===== src/rtl/rotary_seq_pkg.sv =====
// rotary_seq_pkg
// Shared types and constants for the rotary cell-culture chip sequencer:
// FSM state and command-op enums, valve levels, the peristaltic pump
// pattern table and the channel-to-mux-pair decode.
package rotary_seq_pkg;

    typedef enum logic [2:0] {
        ST_IDLE,
        ST_SETUP,
        ST_PUMP,
        ST_CLOSE,
        ST_DONE
    } state_t;

    typedef enum logic [1:0] {
        OP_LOAD   = 2'd0,
        OP_MIX    = 2'd1,
        OP_UNLOAD = 2'd2,
        OP_RSVD   = 2'd3
    } op_t;

    localparam logic VALVE_OPEN   = 1'b0;
    localparam logic VALVE_CLOSED = 1'b1;

    localparam logic [2:0] LAST_STEP = 3'd5;

    // Pump pattern {A, B, C}; entry 0 is the first step of a rotation.
    localparam logic [5:0][2:0] PUMP_PAT = {
        3'b001, 3'b011, 3'b010, 3'b110, 3'b100, 3'b101
    };

    // Returns {branch pair, leaf pair} for a mux channel.
    function automatic logic [3:0] chan_pairs(input logic [1:0] c);
        return {~c[1], c[1], ~c[0], c[0]};
    endfunction

endpackage


===== src/rtl/rotary_seq_ctrl_phase_timer.sv =====
// phase_timer
// Loadable down-counter. Loading value D-1 makes expire pulse for one cycle
// in the D-th cycle after the load; a load in the expire cycle restarts it.
// Ports:
//   clk, rst        clock, synchronous active-high reset
//   load, load_val  start a new hold of load_val+1 cycles
//   expire          high during the last cycle of the hold
module phase_timer #(
    parameter int CNT_W = 16
) (
    input  logic             clk,
    input  logic             rst,
    input  logic             load,
    input  logic [CNT_W-1:0] load_val,
    output logic             expire
);

    logic [CNT_W-1:0] cnt;
    logic             armed;

    always_ff @(posedge clk) begin
        if (rst) begin
            cnt   <= '0;
            armed <= 1'b0;
        end else if (load) begin
            cnt   <= load_val;
            armed <= 1'b1;
        end else if (armed) begin
            if (cnt == '0) begin
                armed <= 1'b0;
            end else begin
                cnt <= cnt - 1'b1;
            end
        end
    end

    assign expire = armed & (cnt == '0);

endmodule


===== src/rtl/rotary_seq_ctrl.sv =====
// rotary_seq_ctrl
// Turns load / mix / unload commands into timed pneumatic valve patterns for
// the rotary cell-culture chip (inlet mux, mixer pump + isolation valves,
// outlet mux). Line level 1 = pressurised / valve closed.
// Ports:
//   clk, rst                     clock, synchronous active-high reset
//   cmd_valid/cmd_ready          command handshake (ready only in IDLE)
//   cmd_op, cmd_chan, cmd_count  operation, trap channel, pump rotations
//   abort                        cut SETUP/PUMP short, finish with err
//   busy, done, err              progress / completion pulse / error flag
//   cb1..cb6                     registered valve control lines
//
// state | meaning
// IDLE  | waiting for a command, all lines closed
// SETUP | routing pattern held, pump closed, settle timer running
// PUMP  | peristaltic steps, one every PHASE_CYCLES
// CLOSE | all lines closed for the settle time
// DONE  | one-cycle completion pulse
module rotary_seq_ctrl
    import rotary_seq_pkg::*;
#(
    parameter int PHASE_CYCLES  = 1000,
    parameter int SETTLE_CYCLES = 500,
    parameter int CNT_W         = 16
) (
    input  logic       clk,
    input  logic       rst,
    input  logic       cmd_valid,
    output logic       cmd_ready,
    input  logic [1:0] cmd_op,
    input  logic [1:0] cmd_chan,
    input  logic [7:0] cmd_count,
    input  logic       abort,
    output logic       busy,
    output logic       done,
    output logic       err,
    output logic [1:0] cb1,
    output logic [1:0] cb2,
    output logic [2:0] cb3,
    output logic [1:0] cb4,
    output logic [1:0] cb5,
    output logic [1:0] cb6
);

    localparam logic [CNT_W-1:0] PHASE_LD  = CNT_W'(PHASE_CYCLES - 1);
    localparam logic [CNT_W-1:0] SETTLE_LD = CNT_W'(SETTLE_CYCLES - 1);

    state_t     state, state_nxt;
    op_t        op_q, op_nxt;
    logic [1:0] chan_q, chan_nxt;
    logic [7:0] count_q, count_nxt;
    logic [2:0] step_q, step_nxt;
    logic [7:0] rot_q, rot_nxt;
    logic       err_q, err_nxt;

    logic             tmr_load;
    logic [CNT_W-1:0] tmr_val;
    logic             tmr_expire;

    logic [1:0] cb1_nxt, cb2_nxt, cb4_nxt, cb5_nxt, cb6_nxt;
    logic [2:0] cb3_nxt;
    logic [2:0] pat;
    logic [3:0] pairs;

    phase_timer #(.CNT_W(CNT_W)) u_timer (
        .clk      (clk),
        .rst      (rst),
        .load     (tmr_load),
        .load_val (tmr_val),
        .expire   (tmr_expire)
    );

    always_ff @(posedge clk) begin
        if (rst) begin
            state     <= ST_IDLE;
            op_q      <= OP_LOAD;
            chan_q    <= '0;
            count_q   <= '0;
            step_q    <= '0;
            rot_q     <= '0;
            err_q     <= 1'b0;
            cmd_ready <= 1'b1;
            busy      <= 1'b0;
            done      <= 1'b0;
            err       <= 1'b0;
            cb1       <= {2{VALVE_CLOSED}};
            cb2       <= {2{VALVE_CLOSED}};
            cb3       <= {3{VALVE_CLOSED}};
            cb4       <= {2{VALVE_CLOSED}};
            cb5       <= {2{VALVE_CLOSED}};
            cb6       <= {2{VALVE_CLOSED}};
        end else begin
            state     <= state_nxt;
            op_q      <= op_nxt;
            chan_q    <= chan_nxt;
            count_q   <= count_nxt;
            step_q    <= step_nxt;
            rot_q     <= rot_nxt;
            err_q     <= err_nxt;
            cmd_ready <= (state_nxt == ST_IDLE);
            busy      <= (state_nxt == ST_SETUP) || (state_nxt == ST_PUMP) ||
                         (state_nxt == ST_CLOSE);
            done      <= (state_nxt == ST_DONE);
            err       <= (state_nxt == ST_DONE) && err_nxt;
            cb1       <= cb1_nxt;
            cb2       <= cb2_nxt;
            cb3       <= cb3_nxt;
            cb4       <= cb4_nxt;
            cb5       <= cb5_nxt;
            cb6       <= cb6_nxt;
        end
    end

    always_comb begin
        state_nxt = state;
        op_nxt    = op_q;
        chan_nxt  = chan_q;
        count_nxt = count_q;
        step_nxt  = step_q;
        rot_nxt   = rot_q;
        err_nxt   = err_q;
        tmr_load  = 1'b0;
        tmr_val   = SETTLE_LD;

        unique case (state)
            ST_IDLE: begin
                if (cmd_valid) begin
                    op_nxt    = op_t'(cmd_op);
                    chan_nxt  = cmd_chan;
                    count_nxt = cmd_count;
                    step_nxt  = '0;
                    rot_nxt   = '0;
                    if (op_t'(cmd_op) == OP_RSVD) begin
                        state_nxt = ST_DONE;
                        err_nxt   = 1'b1;
                    end else begin
                        state_nxt = ST_SETUP;
                        err_nxt   = 1'b0;
                        tmr_load  = 1'b1;
                    end
                end
            end
            ST_SETUP: begin
                if (abort) begin
                    state_nxt = ST_CLOSE;
                    err_nxt   = 1'b1;
                    tmr_load  = 1'b1;
                end else if (tmr_expire) begin
                    tmr_load = 1'b1;
                    if (count_q == 8'd0) begin
                        state_nxt = ST_CLOSE;
                    end else begin
                        state_nxt = ST_PUMP;
                        tmr_val   = PHASE_LD;
                        step_nxt  = '0;
                        rot_nxt   = '0;
                    end
                end
            end
            ST_PUMP: begin
                if (abort) begin
                    state_nxt = ST_CLOSE;
                    err_nxt   = 1'b1;
                    tmr_load  = 1'b1;
                end else if (tmr_expire) begin
                    tmr_load = 1'b1;
                    tmr_val  = PHASE_LD;
                    if (step_q != LAST_STEP) begin
                        step_nxt = step_q + 3'd1;
                    end else if (rot_q == count_q - 8'd1) begin
                        state_nxt = ST_CLOSE;
                        tmr_val   = SETTLE_LD;
                    end else begin
                        step_nxt = '0;
                        rot_nxt  = rot_q + 8'd1;
                    end
                end
            end
            ST_CLOSE: begin
                if (tmr_expire) begin
                    state_nxt = ST_DONE;
                end
            end
            ST_DONE: begin
                state_nxt = ST_IDLE;
            end
            default: begin
                state_nxt = ST_IDLE;
            end
        endcase
    end

    // Output patterns are decoded from the next state so that the registered
    // lines change exactly on state/step transitions.
    always_comb begin
        cb1_nxt = {2{VALVE_CLOSED}};
        cb2_nxt = {2{VALVE_CLOSED}};
        cb3_nxt = {3{VALVE_CLOSED}};
        cb4_nxt = {2{VALVE_CLOSED}};
        cb5_nxt = {2{VALVE_CLOSED}};
        cb6_nxt = {2{VALVE_CLOSED}};
        pat     = {3{VALVE_CLOSED}};
        pairs   = chan_pairs(chan_nxt);

        if (state_nxt == ST_PUMP) begin
            pat = PUMP_PAT[step_nxt];
        end

        if ((state_nxt == ST_SETUP) || (state_nxt == ST_PUMP)) begin
            cb3_nxt[1] = pat[0];
            cb4_nxt    = {pat[1], pat[2]};
            case (op_nxt)
                OP_LOAD: begin
                    cb1_nxt    = pairs[3:2];
                    cb2_nxt    = pairs[1:0];
                    cb3_nxt[0] = VALVE_OPEN;
                end
                OP_UNLOAD: begin
                    cb5_nxt    = pairs[3:2];
                    cb6_nxt    = pairs[1:0];
                    cb3_nxt[2] = VALVE_OPEN;
                end
                default: begin
                end
            endcase
        end
    end

endmodule


===== config.mk =====
export PLATFORM = sky130hd
export DESIGN_NAME = rotary_seq_ctrl
export DESIGN_NICKNAME = d
export VERILOG_FILES = /design/src/rtl/rotary_seq_pkg.sv /design/src/rtl/rotary_seq_ctrl_phase_timer.sv /design/src/rtl/rotary_seq_ctrl.sv
export SDC_FILE = /design/constraint.sdc
export NUM_CORES = 1
export LEC_CHECK = 0
export ABC_AREA = 1
export CAP_MARGIN = 10
export CELL_PAD_IN_SITES_DETAIL_PLACEMENT = 0
export CELL_PAD_IN_SITES_GLOBAL_PLACEMENT = 1
export CORE_UTILIZATION = 44
export DETAILED_ROUTE_END_ITERATION = 10
export HOLD_SLACK_MARGIN = 0.03
export PLACE_DENSITY = 0.93
export SLEW_MARGIN = 20
export SYNTH_ARGS = -nofsm -noshare
export SYNTH_HDL_FRONTEND = slang
export SYNTH_SLANG_ARGS = --single-unit

===== constraint.sdc =====
create_clock -name clk -period 4.3 [get_ports clk]
set_input_delay 1.075 -clock clk [delete_from_list [all_inputs] [get_ports clk]]
set_output_delay 1.075 -clock clk [all_outputs]
set_load 0.02 [all_outputs]

==> impl_results.md <==
- Outcome: completed
- PortBufs: 32
- Wire per inst: approximately 12 um
- TritonCTS clock tree: yes
- Top cells by area, synth: dfxtp_1, nand2_1, inv_1, nor2_1, nand3_1
- Vias/cell: 4.93
- Worst Tran Pin Value: 0.599 ns
- Count leader, synth: nand2_1
- Post-layout net count: 520
- Crit path DAT: approximately 2.8 ns
- Design area: around 0.0038 mm^2
- Period minus WS final: 2.56 ns
- CP Data Required Time: ~4.5 ns
- Vias in the first global route: between 2000 and 3000
- Multi-input gate area: between 0.0015 and 0.002 mm^2
- Max Freq: 391 MHz
- Power Dens Cells: about 450 mW/mm^2
- Yosys reg bits: 61
- Vias: approximately 3000
- Worst vdd ir: ~0.00024 V
- Post-Syn Instances: between 400 and 500
- Relative max-transition margin: between 60% and 70%
- Max cap viols: 0
- Initial antenna violation count: 0
- Setup ws final: 1.74 ns
- Hold buffers post-CTS: 0
- YS warnings: 0
- Crit. End Element: register
- Boundary pin count: 33
- Synth async-reset ratio: 0%
- Setup violations, final: 0
- Unrepaired setup endpoints after global routing: no
- PnR Total Power: between 0.0015 and 0.002 W
- Post-synthesis sequential area ratio: a little under two fifths
- Clk_lat worst skew: between 0.3 and 0.4 ns
- Crit Path Max Fanout: 8
- Placed cell areas: ~0.0036 mm^2
- Residual DRC: 0
- Initial Util: between 40% and 50%
- Post-synthesis area per instance: between 6 and 7 um^2
- Cell area after synthesis: approximately 0.0032 mm^2
- Die footprint: roughly 0.0076 mm^2
- TritonRoute pass-1 iters: 5
- Final Wtd Congestion: 0.826
- Place WS: between 1 and 1.5 ns
- Core ar.: about 0.0069 mm^2
- Final period util: between 50% and 60%
- CTS sink count: between 60 and 70
- Clock-pin slew on the worst setup and hold paths: roughly 0.070 ns
- Distinct cells, synth: 42
- Post-synth EDFFs: 0
- Syn Nets: 483
- Die X-Extent: 87.3 um
- Clk_skew: 0.00732 ns
- Iter 0 DRT Violations: ~150
- Root Buffer: clkbuf_8
- Number of antenna diodes: 0
- R2R depth: 9
- Largest net degree at the start of global routing: 24
- Area Growth Syn to Fin: 18.4%
- TNS Setup: 0 ns
- Layout fillers: between 700 and 800
- Top post-synthesis cells by count: nand2_1, dfxtp_1, inv_1, nor2_1
- First-pass GRT wire length: around 12 mm
- P_leak: 1.68 nW
- Worst flop-to-flop path startpoint: state[0]
- Total CTS buffers: 9
- Gr usage total: just over 20%
- Type of the worst setup path: input pin to register
- Gr ovfl total: 0
- Die height: 87.3 um
- Final WL: between 7 and 8 mm
- Fin. Hold Viols: 0
- Hold crit path type: register to register
- Detailed Place HPWL: about 5.4 mm
- Critical Path Start: abort
- Final Util: 54.9%
- Critical Path Source Type: input pin
- Detail Route Antenna Nets: 0
- Reg2reg end: rot_q[4]
- Cell Rows: 30
- Layout cell share with drive strength beyond 1: a little under an eighth
- Yosys top cell area share: a little under two fifths
- Worst R2R Setup Slack: between 1.5 and 2 ns
- Post-synth top flop: dfxtp_1
- Postcts setup bufs: 0
- FF+latch area: 0.00122 mm^2
- Cell taking the most area after synthesis: dfxtp_1
- Max-slew violations: 0
- Post_cts resized: 0
- CP endpoint: cb4[1]
- Max H-tree Level: 3
- Max clock buf depth: 2
[sequential cells by signal, indices dropped and copies added (netlist names), 2 cells and up]
name,count
op_q,2
state,3
rot_q,8
cb3,3
count_q,8
chan_q,2
step_q,3
cb1,2
cb6,2
u_timer.cnt,16
cb4,2
cb2,2
cb5,2
[final cells by class]
cell class / count / area share, %
inverters: 70 / 6.92
clock buffers: 9 / 3.26
well taps: 96 / 3.17
multi-input cells: 322 / 44.3
repair buffers: 34 / 8.84
flip-flops and latches: 61 / 32.2
clock inverters: 7 / 1.35
[how the worst min path moves through the flow]
stage / slack (ns) / end / start / depth (start not counted)
floorplan: 0.44 / u_timer.cnt[14] / u_timer.cnt[14] / 2
global placement: 0.45 / u_timer.cnt[14] / u_timer.cnt[14] / 2
detailed placement: 0.47 / u_timer.cnt[14] / u_timer.cnt[14] / 2
CTS: 0.48 / u_timer.cnt[14] / u_timer.cnt[14] / 2
global route: 0.50 / u_timer.cnt[14] / u_timer.cnt[14] / 2
finish: 0.47 / u_timer.cnt[14] / u_timer.cnt[14] / 2
[report_power, final]
group,internal [W],leakage (nW),switching [W]
clock,0.000210,0.0856,0.000247
sequential,0.000631,0.500,0.0000538
combinational,0.000205,1.10,0.000362
[cell usage in the layout, fill, tap and decap left out, drive strengths merged]
cell type and count:
a211oi 2, a21oi 27, a221oi 1, a31oi 1, and2 1, and3 3, buf 2, clkbuf 9
clkdlybuf4s50 32, clkinv 7, clkinvlp 2, dfxtp 61, ha 6, inv 68, mux2i 2, nand2 107
nand3 33, nand3b 2, nand4 7, nor2 67, nor3 7, nor3b 1, nor4 2, o211ai 1
o21ai 35, o22ai 2, o31ai 1, or2 4, xnor2 2, xor2 8
[through the flow]
stage	cells	hold slack, ns
5_1_grt	599	0.503
3_5_place_dp	583	0.466
4_1_cts	599	0.476
6_report	599	0.470
2_1_floorplan	461	0.438
3_3_place_gp	583	0.445
[routing by layer]
| metal | routed length, um | vias to the layer above | track usage [%] |
|---|---|---|---|
| li1 | - | 1547 | - |
| met1 | 3400 | 1327 | 24.9 |
| met2 | 3420 | 68 | 34.3 |
| met3 | 313 | 11 | 5.02 |
| met4 | 109 | 0 | 8.05 |
| met5 | 0 | - | 0 |
[kinds of logic (layout without fill, tap and decap cells)]
kind of cell             after synthesis  after routing  synth area share (%)
AND/OR/NAND/NOR                      234            234                  33.7
flip-flops                            61             61                  38.1
adder cells (fa/ha/maj)                6              6                  2.34
AO/OA/AOI/OAI                         70             70                  12.5
multiplexers                           2              2                 0.625
XOR/XNOR                              10             10                  3.32
buffers and inverters                 78            120                  9.45
[worst max-delay path: stages]
cell and delay [ns]:
clkdlybuf4s50_1 0.58, nor4_1 0.44, nand2_1 0.15, nand2_1 0.11
nand2_1 0.06, nand2_1 0.06, nand3_1 0.14, nand2_1 0.11
nand3_1 0.07
Power figures use the tool's default switching activity.
